==> config.mk <==
export PLATFORM = sky130hd
export DESIGN_NAME = bit_count_unit_flat
export DESIGN_NICKNAME = d
export VERILOG_FILES = /design/src/rtl/bit_count_unit_if.sv /design/src/rtl/bit_count_unit.sv /design/src/flat_wrapper.sv
export SDC_FILE = /design/constraint.sdc
export NUM_CORES = 1
export LEC_CHECK = 0
export CELL_PAD_IN_SITES_DETAIL_PLACEMENT = 1
export CELL_PAD_IN_SITES_GLOBAL_PLACEMENT = 1
export CORE_UTILIZATION = 41
export CTS_CLUSTER_SIZE = 16
export DETAILED_ROUTE_END_ITERATION = 6
export GPL_ROUTABILITY_DRIVEN = 0
export PLACE_DENSITY = 0.84
export SETUP_SLACK_MARGIN = 0.5
export SLEW_MARGIN = 10
export SYNTH_ARGS = -nofsm -noshare
export SYNTH_HDL_FRONTEND = slang
export SYNTH_SLANG_ARGS = --single-unit
==> constraint.sdc <==
create_clock -name clk -period 4.7 [get_ports clk]
set_input_delay 0.47 -clock clk [delete_from_list [all_inputs] [get_ports clk]]
set_output_delay 0.47 -clock clk [all_outputs]
set_load 0.01 [all_outputs]
==> src/rtl/bit_count_unit_if.sv <==
// Request/response bundle for bit_count_unit.
// BIT_COUNT_WORD_EN adds the word_mode request field.
interface bit_count_unit_if #(
    parameter int unsigned WIDTH = 64,
    parameter int unsigned CNT_W = $clog2(WIDTH) + 1
);
    logic             in_valid;
    logic             in_ready;
    logic [WIDTH-1:0] a;
    logic [1:0]       op;
    logic             out_valid;
    logic             out_ready;
    logic [CNT_W-1:0] y;
`ifdef BIT_COUNT_WORD_EN
    logic             word_mode;

    modport master (
        output in_valid, a, op, word_mode, out_ready,
        input  in_ready, out_valid, y
    );
    modport slave (
        input  in_valid, a, op, word_mode, out_ready,
        output in_ready, out_valid, y
    );
`else
    modport master (
        output in_valid, a, op, out_ready,
        input  in_ready, out_valid, y
    );
    modport slave (
        input  in_valid, a, op, out_ready,
        output in_ready, out_valid, y
    );
`endif
endinterface

==> src/rtl/bit_count_unit.sv <==
// Iterative clz/ctz/cpop unit, CHUNK bits per BUSY cycle.
// clz is computed as ctz of the bit-reversed operand so both share one path.
// Optional macro BIT_COUNT_WORD_EN adds word_mode (clzw/ctzw/cpopw, needs WIDTH>=64).
module bit_count_unit #(
    parameter int unsigned WIDTH = 64,
    parameter int unsigned CHUNK = 8,
    parameter int unsigned CNT_W = $clog2(WIDTH) + 1
) (
    input logic            clk,
    input logic            rst_n,
    bit_count_unit_if.slave bus
);
    localparam int unsigned NUM_CHUNKS = WIDTH / CHUNK;
    localparam int unsigned ITER_W     = $clog2(NUM_CHUNKS) + 1;
    localparam int unsigned CW         = $clog2(CHUNK) + 1;

    typedef enum logic [1:0] {StIdle, StBusy, StDone} state_e;

    state_e             state_q, state_d;
    logic [WIDTH-1:0]   sr_q, sr_d;
    logic [CNT_W-1:0]   cnt_q, cnt_d;
    logic [ITER_W-1:0]  iter_q, iter_d;
    logic               pop_q, pop_d;
`ifdef BIT_COUNT_WORD_EN
    logic               word_q, word_d;
`endif

    logic [CHUNK-1:0]   chunk;
    logic [WIDTH-1:0]   sr_shift;
    logic [WIDTH-1:0]   load_sr;
    logic [ITER_W-1:0]  last_iter;
    logic               is_clz;

    function automatic logic [CW-1:0] chunk_tz(input logic [CHUNK-1:0] c);
        logic [CW-1:0] tz;
        tz = CW'(CHUNK);
        for (int i = CHUNK - 1; i >= 0; i--) begin
            if (c[i]) tz = CW'(i);
        end
        return tz;
    endfunction

    function automatic logic [CW-1:0] chunk_pop(input logic [CHUNK-1:0] c);
        logic [CW-1:0] sum;
        sum = '0;
        for (int i = 0; i < CHUNK; i++) begin
            sum = sum + CW'(c[i]);
        end
        return sum;
    endfunction

    assign chunk    = sr_q[CHUNK-1:0];
    assign sr_shift = sr_q >> CHUNK;
    assign is_clz   = (bus.op != 2'b01) && (bus.op != 2'b10);

    // Operand as loaded into the shift register; clz operands are bit-reversed.
    always_comb begin
        load_sr = bus.a;
`ifdef BIT_COUNT_WORD_EN
        if (bus.word_mode) begin
            load_sr = {{(WIDTH-32){1'b0}}, bus.a[31:0]};
            if (is_clz) begin
                for (int i = 0; i < 32; i++) load_sr[i] = bus.a[31-i];
            end
        end else if (is_clz) begin
            for (int i = 0; i < WIDTH; i++) load_sr[i] = bus.a[WIDTH-1-i];
        end
`else
        if (is_clz) begin
            for (int i = 0; i < WIDTH; i++) load_sr[i] = bus.a[WIDTH-1-i];
        end
`endif
    end

`ifdef BIT_COUNT_WORD_EN
    assign last_iter = word_q ? ITER_W'(32 / CHUNK - 1) : ITER_W'(NUM_CHUNKS - 1);
`else
    assign last_iter = ITER_W'(NUM_CHUNKS - 1);
`endif

    // Next-state logic: accept, per-chunk accumulate, and result hand-off.
    always_comb begin
        state_d = state_q;
        sr_d    = sr_q;
        cnt_d   = cnt_q;
        iter_d  = iter_q;
        pop_d   = pop_q;
`ifdef BIT_COUNT_WORD_EN
        word_d  = word_q;
`endif
        unique case (state_q)
            StIdle: begin
                if (bus.in_valid) begin
                    sr_d    = load_sr;
                    pop_d   = (bus.op == 2'b10);
                    cnt_d   = '0;
                    iter_d  = '0;
`ifdef BIT_COUNT_WORD_EN
                    word_d  = bus.word_mode;
`endif
                    state_d = StBusy;
                end
            end
            StBusy: begin
                sr_d   = sr_shift;
                iter_d = iter_q + ITER_W'(1);
                if (pop_q) begin
                    cnt_d = cnt_q + CNT_W'(chunk_pop(chunk));
                    // Remaining bits all zero means nothing more to count.
                    if (sr_shift == '0 || iter_q == last_iter) state_d = StDone;
                end else if (chunk != '0) begin
                    cnt_d   = cnt_q + CNT_W'(chunk_tz(chunk));
                    state_d = StDone;
                end else begin
                    cnt_d = cnt_q + CNT_W'(CHUNK);
                    if (iter_q == last_iter) state_d = StDone;
                end
            end
            StDone: begin
                if (bus.out_ready) state_d = StIdle;
            end
            default: state_d = StIdle;
        endcase
    end

    // State registers with synchronous active-low reset.
    always_ff @(posedge clk) begin
        if (!rst_n) begin
            state_q <= StIdle;
            sr_q    <= '0;
            cnt_q   <= '0;
            iter_q  <= '0;
            pop_q   <= 1'b0;
`ifdef BIT_COUNT_WORD_EN
            word_q  <= 1'b0;
`endif
        end else begin
            state_q <= state_d;
            sr_q    <= sr_d;
            cnt_q   <= cnt_d;
            iter_q  <= iter_d;
            pop_q   <= pop_d;
`ifdef BIT_COUNT_WORD_EN
            word_q  <= word_d;
`endif
        end
    end

    assign bus.in_ready  = (state_q == StIdle);
    assign bus.out_valid = (state_q == StDone);
    assign bus.y         = cnt_q;

endmodule

==> src/flat_wrapper.sv <==
// flat-port wrapper written by rule: the top's interface ports become plain ports
module bit_count_unit_flat 
#(
    parameter int unsigned WIDTH = 64,
    parameter int unsigned CHUNK = 8,
    parameter int unsigned CNT_W = $clog2(WIDTH) + 1
)
  (clk, rst_n, bus_in_valid, bus_a, bus_op, bus_out_ready, bus_in_ready, bus_out_valid, bus_y);
  bit_count_unit_if #(.WIDTH(WIDTH), .CNT_W(CNT_W)) bus_i ();
  input logic clk;
  input logic rst_n;
  input wire logic [$bits(bus_i.in_valid)-1:0] bus_in_valid;
  input wire logic [$bits(bus_i.a)-1:0] bus_a;
  input wire logic [$bits(bus_i.op)-1:0] bus_op;
  input wire logic [$bits(bus_i.out_ready)-1:0] bus_out_ready;
  output wire logic [$bits(bus_i.in_ready)-1:0] bus_in_ready;
  output wire logic [$bits(bus_i.out_valid)-1:0] bus_out_valid;
  output wire logic [$bits(bus_i.y)-1:0] bus_y;
  assign bus_i.in_valid = bus_in_valid;
  assign bus_i.a = bus_a;
  assign bus_i.op = bus_op;
  assign bus_i.out_ready = bus_out_ready;
  assign bus_in_ready = bus_i.in_ready;
  assign bus_out_valid = bus_i.out_valid;
  assign bus_y = bus_i.y;
  bit_count_unit #(.WIDTH(WIDTH), .CHUNK(CHUNK), .CNT_W(CNT_W)) u_core (.clk(clk), .rst_n(rst_n), .bus(bus_i));
endmodule
; Word-level counts from Yosys, hierarchy flattened
; Cells that the tools add are included.
[totals]
reg_bits = 78
latch_bits = 0
ram_bits = 0
romBits = 0
in_bits = 70
output_inout_bits = 9
memories = 0
[op_classes]
n_addsub = 11
multipliers = 0
n_div = 0
n_lt_le_gt_ge = 0
eq_ne = 10
shift = 0
mux = 27
bitwise_logic = 0
reduce_logical = 9
[op_table]
columns = op, n
row1 = $mux W64, 2
row2 = $pmux W64 S2, 1
row3 = $logic_not A64 Y1, 1
row4 = $mux W4, 12
row5 = $add A4 B1 Y4, 6
row6 = $mux W7, 3
row7 = $add A7 B4 Y7, 2
row8 = $pmux W7 S2, 1
row9 = $mux W2, 6
row10 = $pmux W4 S2, 1
row11 = $reduce_bool A8 Y1, 1
row12 = $add A7 B4 Y7 const B, 1
row13 = $ne A2 B2 Y1 const B, 3
row14 = $pmux W2 S3, 1
row15 = $add A4 B1 Y4 const B, 1
row16 = $eq A2 B2 Y1 const B, 2
row17 = $eq A4 B3 Y1 const B, 1
row18 = $ne A4 B1 Y1 const B, 1
row19 = $reduce_and A2 Y1, 2
row20 = $reduce_and A4 Y1, 1
row21 = $ne A3 B3 Y1 const B, 1
row22 = $add A1 B1 Y2, 1
row23 = $eq A2 B1 Y1 const B, 1
row24 = $logic_not A2 Y1, 1
row25 = 4 further kinds, 4

; Longest topological paths before layout
; Gate-level depths: netlist (run 1).
[depth]
word_depth = 15
ltp_mapped = 15

; Worst setup path after synthesis (run 1)
; OpenSTA, ideal clock, no wires.
[synth_path]
kind = reg2reg
startpoint = register u_core.sr_q[0]
endpoint = register u_core.cnt_q[4], in the netlist u_core.bus.y[4]
setup_ps = 79
t_arrival_ps = 3967
required_ps = 4621
slack_ps = 654
stages_incl_launch_ff = 15
n_path_buf = 0
cell_sequence = dfxtp_1 inv_1 ha_1 inv_1 fa_1 fa_1 fa_1 fa_1 inv_1 fa_1 a21o_1 a21oi_1 xor2_1 a211o_1 o211ai_1
[synth_between]
elab_chain_len = 10
elab_cells_between_ends = 17
[synth_lines]
columns = item, line_no
row1 = "start, declared", bit_count_unit.sv:20  ; logic [WIDTH-1:0] sr_q, sr_d;
row2 = "start signal, assigned", bit_count_unit.sv:139  ; sr_q <= sr_d;
row3 = $add A1 B1 Y2, bit_count_unit.sv:47  ; sum = sum + CW'(c[i]);
row4 = $add A4 B1 Y4 (6 in series), bit_count_unit.sv:47
row5 = $add A7 B4 Y7, bit_count_unit.sv:108  ; cnt_d = cnt_q + CNT_W'(chunk_pop(chunk));
row6 = $mux W7 *, bit_count_unit.sv:107  ; if (pop_q) begin
row7 = $pmux W7 S2 *, bit_count_unit.sv:91  ; unique case (state_q)
row8 = "end signal, assigned", bit_count_unit.sv:140  ; cnt_q <= cnt_d;
row9 = "end, declared", bit_count_unit.sv:21  ; logic [CNT_W-1:0] cnt_q, cnt_d;
; Mark *: on every way between the ends. The rest lies on a longest branch, timed or not. The select of a mux whose other input is x is not followed.
; A chain may end at the register's enable or synchronous reset.

; Final worst setup path (run 1)
; Same ends and word-level chain as after synthesis.

==> results of run 1 <==
cell families (layout without fill, tap and decap cells):
group                      Yosys count  count (layout)  share of synthesized area (%)
adders and majority gates           22              22                           6.75
AOI/OAI and AO/OA                  115             115                           20.7
muxes                               64              64                           15.0
buffers and inverters               58             115                           5.54
xor gates and xnor gates             5               5                          0.923
and+or+nand+nor                    144             144                           18.1
DFF                                 78              78                           32.9
cells in the mapped netlist, types with 9 or more instances:
cell type,count,area share (%)
sky130_fd_sc_hd__clkbuf_1,20,1.6
sky130_fd_sc_hd__nor4_1,14,1.8
sky130_fd_sc_hd__nand2_1,9,0.71
sky130_fd_sc_hd__ha_1,16,4.2
sky130_fd_sc_hd__mux2_2,56,13
sky130_fd_sc_hd__dfxtp_1,78,33
sky130_fd_sc_hd__nor2_1,11,0.87
sky130_fd_sc_hd__nor3_1,13,1.4
sky130_fd_sc_hd__a222oi_1,56,12
sky130_fd_sc_hd__a21oi_1,15,1.6
sky130_fd_sc_hd__inv_1,17,1.3
sky130_fd_sc_hd__nor2b_1,72,9.5
sky130_fd_sc_hd__buf_2,18,1.9
metal layers:
| layer | wire length (um) | vias up | global-route usage, % |
|---|---|---|---|
| li1 | - | 1991 | - |
| met1 | 6060 | 2111 | 32.3 |
| met2 | 7470 | 187 | 45.3 |
| met3 | 1070 | 33 | 4.21 |
| met4 | 408 | 0 | 11.0 |
| met5 | 0 | - | 0 |
final cells by class:
| cell class | instances | area (um2) | share of cell area (%) |
|---|---|---|---|
| clock inverter | 7 | 81.3 | 1.38 |
| tap | 140 | 175 | 2.98 |
| sequential | 78 | 1570 | 26.7 |
| clock buffer | 9 | 225 | 3.83 |
| multi-input combinational | 350 | 2950 | 50.3 |
| timing repair buffer | 82 | 806 | 13.7 |
| inverter | 17 | 63.8 | 1.09 |
worst max-delay path by stage:
stage | start | to | slack, ps | cells past startpoint
5_1_grt | u_core.sr_q[0] | u_core.bus.y[4] | 460 | 14
3_5_place_dp | u_core.sr_q[0] | u_core.bus.y[4] | 300 | 14
6_report | u_core.sr_q[0] | u_core.bus.y[4] | 630 | 14
2_1_floorplan | u_core.sr_q[0] | u_core.bus.y[4] | 650 | 14
4_1_cts | u_core.sr_q[1] | u_core.bus.y[4] | 500 | 14
3_3_place_gp | u_core.sr_q[0] | u_core.bus.y[4] | 490 | 14
worst max-delay path: stages, from the launching register on:
cell	delay (ps)
sky130_fd_sc_hd__dfxtp_4	370
sky130_fd_sc_hd__inv_1	50
sky130_fd_sc_hd__ha_1	290
sky130_fd_sc_hd__inv_1	70
sky130_fd_sc_hd__fa_1	420
sky130_fd_sc_hd__fa_1	470
sky130_fd_sc_hd__fa_2	370
sky130_fd_sc_hd__fa_1	490
sky130_fd_sc_hd__inv_1	70
sky130_fd_sc_hd__fa_2	390
sky130_fd_sc_hd__a21o_1	210
sky130_fd_sc_hd__a21oi_4	210
sky130_fd_sc_hd__xor2_1	90
sky130_fd_sc_hd__a211o_1	300
sky130_fd_sc_hd__o211ai_1	170
power groups by stage:
stage	Sequential, W	Clock (W)	Combinational (W)
after floorplan	0.000798	0	0.000488
after global placement	0.000830	0	0.000643
after detailed placement	0.000835	0	0.000675
after CTS	0.000822	0.000733	0.000685
after global routing	0.000834	0.000762	0.000755
final	0.000826	0.000728	0.000692
metrics by stage:
stage               setup WS [ps]  total power [W]
finish                        634          0.00225
global route                  461          0.00235
CTS                           502          0.00224
detailed placement            301          0.00151
global placement              495          0.00147
floorplan                     654          0.00129
state kept, by name, indices dropped and copies added (netlist names):
name            cells
u_core.sr_q        64
u_core.bus.y        7
u_core.iter_q       4
u_core.state_q      2
u_core.pop_q        1
cells in the final DEF (no fill, tap or decap), types with 4 or more instances in the layout:
cell type | netlist | routed
sky130_fd_sc_hd__a22o_1 | 4 | 4
sky130_fd_sc_hd__o21ai_0 | 8 | 8
sky130_fd_sc_hd__mux2i_1 | 8 | 8
sky130_fd_sc_hd__nand3_1 | 8 | 8
sky130_fd_sc_hd__a211oi_1 | 5 | 5
sky130_fd_sc_hd__a21oi_1 | 15 | 14
sky130_fd_sc_hd__nand2_1 | 9 | 9
sky130_fd_sc_hd__a22oi_1 | 4 | 4
sky130_fd_sc_hd__a21o_1 | 5 | 5
sky130_fd_sc_hd__buf_4 | 0 | 4
sky130_fd_sc_hd__ha_1 | 16 | 15
sky130_fd_sc_hd__a222oi_1 | 56 | 56
sky130_fd_sc_hd__clkbuf_16 | 0 | 9
sky130_fd_sc_hd__nor4_1 | 14 | 14
sky130_fd_sc_hd__nor2_1 | 11 | 11
sky130_fd_sc_hd__clkdlybuf4s50_1 | 0 | 77
sky130_fd_sc_hd__dfxtp_1 | 78 | 76
sky130_fd_sc_hd__nor2b_1 | 72 | 71
sky130_fd_sc_hd__nor3_1 | 13 | 13
sky130_fd_sc_hd__mux2_2 | 56 | 56
sky130_fd_sc_hd__xor2_1 | 4 | 4
sky130_fd_sc_hd__inv_1 | 17 | 17
sky130_fd_sc_hd__fa_1 | 6 | 4
timing repair:
| item | in CTS | in global routing |
|---|---|---|
| resized for setup | 4 | 5 |
| pin swaps | 1 | 2 |
| hold buffers | 0 | 0 |
| setup endpoints to repair | 2 | 2 |
| buffers inserted | 0 | 1 |
| hold endpoints to repair | 0 | 0 |
| cloned | 0 | 0 |
==> metrics, run 1 <==
result of the run=complete, but fails checks; failing checks=design-rule violations; Sw Share=between 30% and 40%; DRC violations left=7; clock network fraction of total power=around a third; initial antenna violation count=0; post-route standard cell area excluding fillers=~0.0059 mm2; FF-to-FF Start=u_core.sr_q[0]; Fin. Hold Viols=0; total power divided by cell area=383 mW/mm2; clock buffer count from CTS=9; Post-Layout Cell Count=between 600 and 700; Primary FF master, synth=sky130_fd_sc_hd__dfxtp_1; Worst R2R Setup Slack=approximately 630 ps; share of total power in combinational logic=a little under a third; Root Buffer Master=sky130_fd_sc_hd__clkbuf_16; synthesized net count=about 580; first-pass GRT wire length=between 20000 and 25000 um; Flop pwr share=a little under two fifths; number of iterations in the first detailed-routing pass=7; #FFs+latches synth=78; boundary pin count=79; internal cell power=0.00148 W; IR drop worst, VDD=about 220 uV; number of unique standard cell types used by synthesis=50; portion of the clock cycle consumed by the worst path in the final layout=between 80% and 90%; leakage power=2.18 nW; clock tree from TritonCTS=yes; global route overflow=0; Worst slew margin=a little over a fifth; post-route clock skew=between 10 and 15 ps; CP startpoint kind=flop; Total Routing Usage GR=between 20% and 30%; number of fill cells=between 1k and 1.5k; maximum root-to-sink buffer count=2; required time of the worst setup path=about 5000 ps; DIE AREA=~0.012 mm2; number of synthesis warnings=0; highest fanout seen on the critical path=7; DIE HEIGHT=approximately 110 um; via-per-instance ratio=about 6.3; cell count after placement=666; maximum number of pins on one net before global-route repair=approximately 80; H-tree Lvls=3; total negative slack for setup checks=0 ps; Worst Setup End Kind=flop; number of rows in the core area=38; initial DRC count=516; number of maximum-capacitance constraint violations=0; Antenna Cells=0; final critical path time including I/O delays and setup=4070 ps; drt total wl=15000 um; sw power=0.000769 W; worst hold slack=a little under 500 ps; arrival time reported for the critical path endpoint=4320 ps; post-DR wirelength/cell=roughly 22 um; placeable core region=around 0.011 mm2; number of synthesized flops with an enable pin=0; Post-synth ARST share=0%; count of input and output buffers=roughly 80; final count of negative-setup-slack endpoints=0; Post-Syn Instances=between 400 and 500; RSZ-0062 raised after global routing=true; Area Overhead vs Synth=23.8%; final design utilization=53.0%; sequential area share after synthesis=about a third; worst-case reg-to-reg path depth=14; Crit Path Class=flop to flop; total clock sinks=between 70 and 80; slew of the pin with the lowest slew margin=about 1200 ps; worst min-delay path class=flop to flop; HP Start=u_core.bus.y[6]; clock latency at the later pin of the worst-skew pair=about 340 ps; number of vias after detailed routing=~4.3k; vias in the first global route=~4.5k; die width=~110 um; post-synthesis area per instance=about 10 um2; Reg-to-Reg End=u_core.bus.y[4]; number of antenna-violating nets in the routed design=0; combined area of all synthesized cells=around 0.0047 mm2; sum of net half-perimeters after detailed placement=10400 um; clock slew seen by the registers of the worst setup and hold paths=roughly 60 ps; instance area at placement=between 0.005 and 0.006 mm2; initial core utilization=between 40% and 50%; Final Max Slew Viols=0; Hold Crit Depth=1; maximum operating frequency=0.246 GHz; post-layout net count=630; share of layout cells above drive strength 1=roughly 17%; endpoint of the worst hold path=u_core.bus.y[6]
Note: power is estimated with default switching activity, not from simulation.
==> run 2: changes to the inputs <==
--- a/config.mk
+++ b/config.mk
@@ -11,7 +11,9 @@
 export CTS_CLUSTER_SIZE = 16
 export DETAILED_ROUTE_END_ITERATION = 6
 export GPL_ROUTABILITY_DRIVEN = 0
+export HOLD_SLACK_MARGIN = 0.05
 export PLACE_DENSITY = 0.84
+export RECOVER_POWER = 25
 export SETUP_SLACK_MARGIN = 0.5
 export SLEW_MARGIN = 10
 export SYNTH_ARGS = -nofsm -noshare
==> run 2 against run 1 <==
Net effect: the flow finishes with violations (max-capacitance violations, max-slew violations); count of clock-buffer cells in the layout stayed put; die area is the same; sequential power hardly changed; sequential share of layout area is essentially flat; maximum frequency barely moved; setup slack got worse by 1.4 ps; critical path depth did not move; first-iteration DRC count decreased by 0.97%; wire length about the same; non-clock buffer count unchanged; largest power group unchanged; register-to-register slack about the same; cell count unchanged.
==> metrics, run 2 (synthesis gave the netlist of run 1 again) <==
number of antenna-violating nets in the routed design=0 (unchanged); FF-to-FF Start=u_core.sr_q[0] (unchanged); total power divided by cell area=382 mW/mm2 (was 383 mW/mm2); maximum number of pins on one net before global-route repair=81 (unchanged); IR drop worst, VDD=215 uV (was 220 uV); most frequent cells in the layout=76 x sky130_fd_sc_hd__dfxtp_1, 71 x sky130_fd_sc_hd__nor2b_1, 67 x sky130_fd_sc_hd__clkdlybuf4s50_1, 56 x sky130_fd_sc_hd__mux2_2, 56 x sky130_fd_sc_hd__a222oi_1 (was 77 x sky130_fd_sc_hd__clkdlybuf4s50_1, 76 x sky130_fd_sc_hd__dfxtp_1, 71 x sky130_fd_sc_hd__nor2b_1, 56 x sky130_fd_sc_hd__mux2_2, 56 x sky130_fd_sc_hd__a222oi_1); initial DRC count=511 (was 516); post-DR wirelength/cell=22.0 um (about the same); Crit Path Class=flop to flop (unchanged); number of fill cells=1238 (was 1237); Post-Route M1 WL=6180 um (was 6060 um); leading cell type in the layout, fill and taps excluded=sky130_fd_sc_hd__dfxtp_1 (was sky130_fd_sc_hd__clkdlybuf4s50_1); DIE HEIGHT=110 um (unchanged); least setup slack across all paths after layout=632 ps (was 634 ps); slew of the pin with the lowest slew margin=3200 ps (was 1190 ps); leakage power=2.20 nW (was 2.18 nW); total clock sinks=78 (unchanged); highest metal layer with signal wires=met4 (unchanged); final critical path time including I/O delays and setup=4070 ps (about the same); highest fanout seen on the critical path=7 (unchanged); maximum root-to-sink buffer count=2 (unchanged); Worst slew margin=-113% (was 20.9%); max reg flops=64 (unchanged); arrival time reported for the critical path endpoint=4320 ps (about the same); post-route clock skew=11.5 ps (was 11.4 ps); clock latency at the later pin of the worst-skew pair=340 ps (about the same); HP Start=u_core.bus.y[6] (unchanged); Hold Crit Depth=1 (unchanged); Post-Layout Cell Count=683 (unchanged); via-per-instance ratio=6.35 (was 6.33); global route overflow=0 (unchanged); initial core utilization=42.8% (unchanged); required time of the worst setup path=4960 ps (about the same); Area Overhead vs Synth=23.7% (was 23.8%); total negative slack for setup checks=0 ps (unchanged); Reg-to-Reg End=u_core.bus.y[4] (unchanged); Root Buffer Master=sky130_fd_sc_hd__clkbuf_16 (unchanged); count of input and output buffers=78 (unchanged); cell count after placement=666 (unchanged); Total Routing Usage GR=26.2% (unchanged); failing checks=max-capacitance violations, max-slew violations (was design-rule violations); Antenna Cells=0 (unchanged); result of the run=complete, but fails checks (unchanged); maximum operating frequency=0.246 GHz (about the same); share of layout cells above drive strength 1=16.9% (was 17.3%); boundary pin count=79 (unchanged); clock tree from TritonCTS=yes (unchanged); area of combinational cells with multiple inputs=0.00295 mm2 (about the same); number of rows in the core area=38 (unchanged); Worst R2R Setup Slack=630 ps (about the same); DIE AREA=0.0120 mm2 (unchanged); largest reg by FF count=u_core.sr_q (unchanged); Final Max Slew Viols=113 (was 0); H-tree Lvls=3 (unchanged); placeable core region=0.0111 mm2 (unchanged); met2 WL post-DR=7500 um (was 7470 um); amount of wire on met3 after detailed routing=944 um (was 1070 um); die width=110 um (unchanged); initial antenna violation count=0 (unchanged); Reg area=0.00157 mm2 (unchanged); sum of net half-perimeters after detailed placement=10400 um (unchanged); endpoint of the worst hold path=u_core.bus.y[6] (unchanged); CP startpoint kind=flop (unchanged); Worst Setup End Kind=flop (unchanged); portion of the clock cycle consumed by the worst path in the final layout=86.5% (about the same); number of vias after detailed routing=4334 (was 4322); clock buffer count from CTS=9 (unchanged); clock slew seen by the registers of the worst setup and hold paths=60 ps (about the same); worst-case reg-to-reg path depth=14 (unchanged); number of iterations in the first detailed-routing pass=6 (was 7); Fin. Hold Viols=0 (unchanged); post-place setup slack=301 ps (unchanged); DRC violations left=0 (was 7); final count of negative-setup-slack endpoints=0 (unchanged); worst min-delay path class=flop to flop (unchanged); post-layout net count=630 (unchanged); RSZ-0062 raised after global routing=true (unchanged); first-pass GRT wire length=23700 um (unchanged); drt total wl=15000 um (about the same); final design utilization=53.0% (about the same); vias in the first global route=4465 (unchanged); number of maximum-capacitance constraint violations=2 (was 0)
## run 2: cell types whose count changed in the layout (fill, tap and decap cells not counted), sizes merged
| cell | delta |
|---|---|
| clkdlybuf4s50 | -10 |
| dlygate4sd3 | +10 |
## run 2: area by class of cell
| class | instances | area share, % |
|---|---|---|
| Multi-Input combinational cell | 350 | 50.2 |
| Clock buffer | 9 | 3.84 |
| Tap cell | 140 | 2.99 |
| Sequential cell | 78 | 26.7 |
| Inverter | 17 | 1.09 |
| Clock inverter | 7 | 1.39 |
| Timing Repair Buffer | 82 | 13.7 |
## run 2: worst max-delay path by stage
stage | startpoint | to | cells past startpoint
finish | u_core.sr_q[0] | u_core.bus.y[4] | 14
CTS | u_core.sr_q[1] | u_core.bus.y[4] | 14
global placement | u_core.sr_q[0] | u_core.bus.y[4] | 14
floorplan | u_core.sr_q[0] | u_core.bus.y[4] | 14
detailed placement | u_core.sr_q[0] | u_core.bus.y[4] | 14
global route | bus_in_valid | u_core.sr_q[40] | 6
## run 2: stage by stage
step | power (W) | area [um2] | hold WS (ps)
after floorplan | 0.00129 | 4740 | 481
after detailed placement | 0.00151 | 5530 | 484
after CTS | 0.00224 | 5850 | 499
final | 0.00224 | 5870 | 490
after global routing | 0.00235 | 5870 | 521
after global placement | 0.00147 | 5530 | 464
## run 2: power breakdown
group	total [W]	switching (W)	leakage, nW	internal, W
Clock	0.000728	0.000308	0.152	0.000420
Combinational	0.000690	0.000368	1.40	0.000323
Sequential	0.000826	0.0000926	0.641	0.000733
Total	0.00224	0.000768	2.20	0.00148
## run 2: metal layers
layer,track usage [%],up-vias
met5,0,-
met4,11.0,0
met3,4.21,30
met2,45.3,181
met1,32.3,2136
li1,-,1987
## run 2: critical path, stage by stage, from the launching register on
cell and delay, ps:
sky130_fd_sc_hd__dfxtp_4 370, sky130_fd_sc_hd__inv_1 50, sky130_fd_sc_hd__ha_1 290, sky130_fd_sc_hd__inv_1 70, sky130_fd_sc_hd__fa_1 420, sky130_fd_sc_hd__fa_1 470, sky130_fd_sc_hd__fa_2 370, sky130_fd_sc_hd__fa_1 490
sky130_fd_sc_hd__inv_1 70, sky130_fd_sc_hd__fa_2 390, sky130_fd_sc_hd__a21o_1 220, sky130_fd_sc_hd__a21oi_4 210, sky130_fd_sc_hd__xor2_1 90, sky130_fd_sc_hd__a211o_1 300, sky130_fd_sc_hd__o211ai_1 170
## run 2: repair_timing
action / CTS / global route
endpoints found under the setup margin: 2 / 2
pin swaps: 1 / 2
hold buffers: 0 / 0
setup buffers: 0 / 1
resized for setup: 4 / 5
==> run 3: changes to the inputs <==
--- a/config.mk
+++ b/config.mk
@@ -11,7 +11,7 @@
 export CTS_CLUSTER_SIZE = 16
 export DETAILED_ROUTE_END_ITERATION = 6
 export GPL_ROUTABILITY_DRIVEN = 0
-export HOLD_SLACK_MARGIN = 0.05
+export HOLD_SLACK_MARGIN = 0.15
 export PLACE_DENSITY = 0.84
 export RECOVER_POWER = 25
 export SETUP_SLACK_MARGIN = 0.5
==> results of run 3 <==
No change in the layout: final DEF, timing and power equal those of run 2.
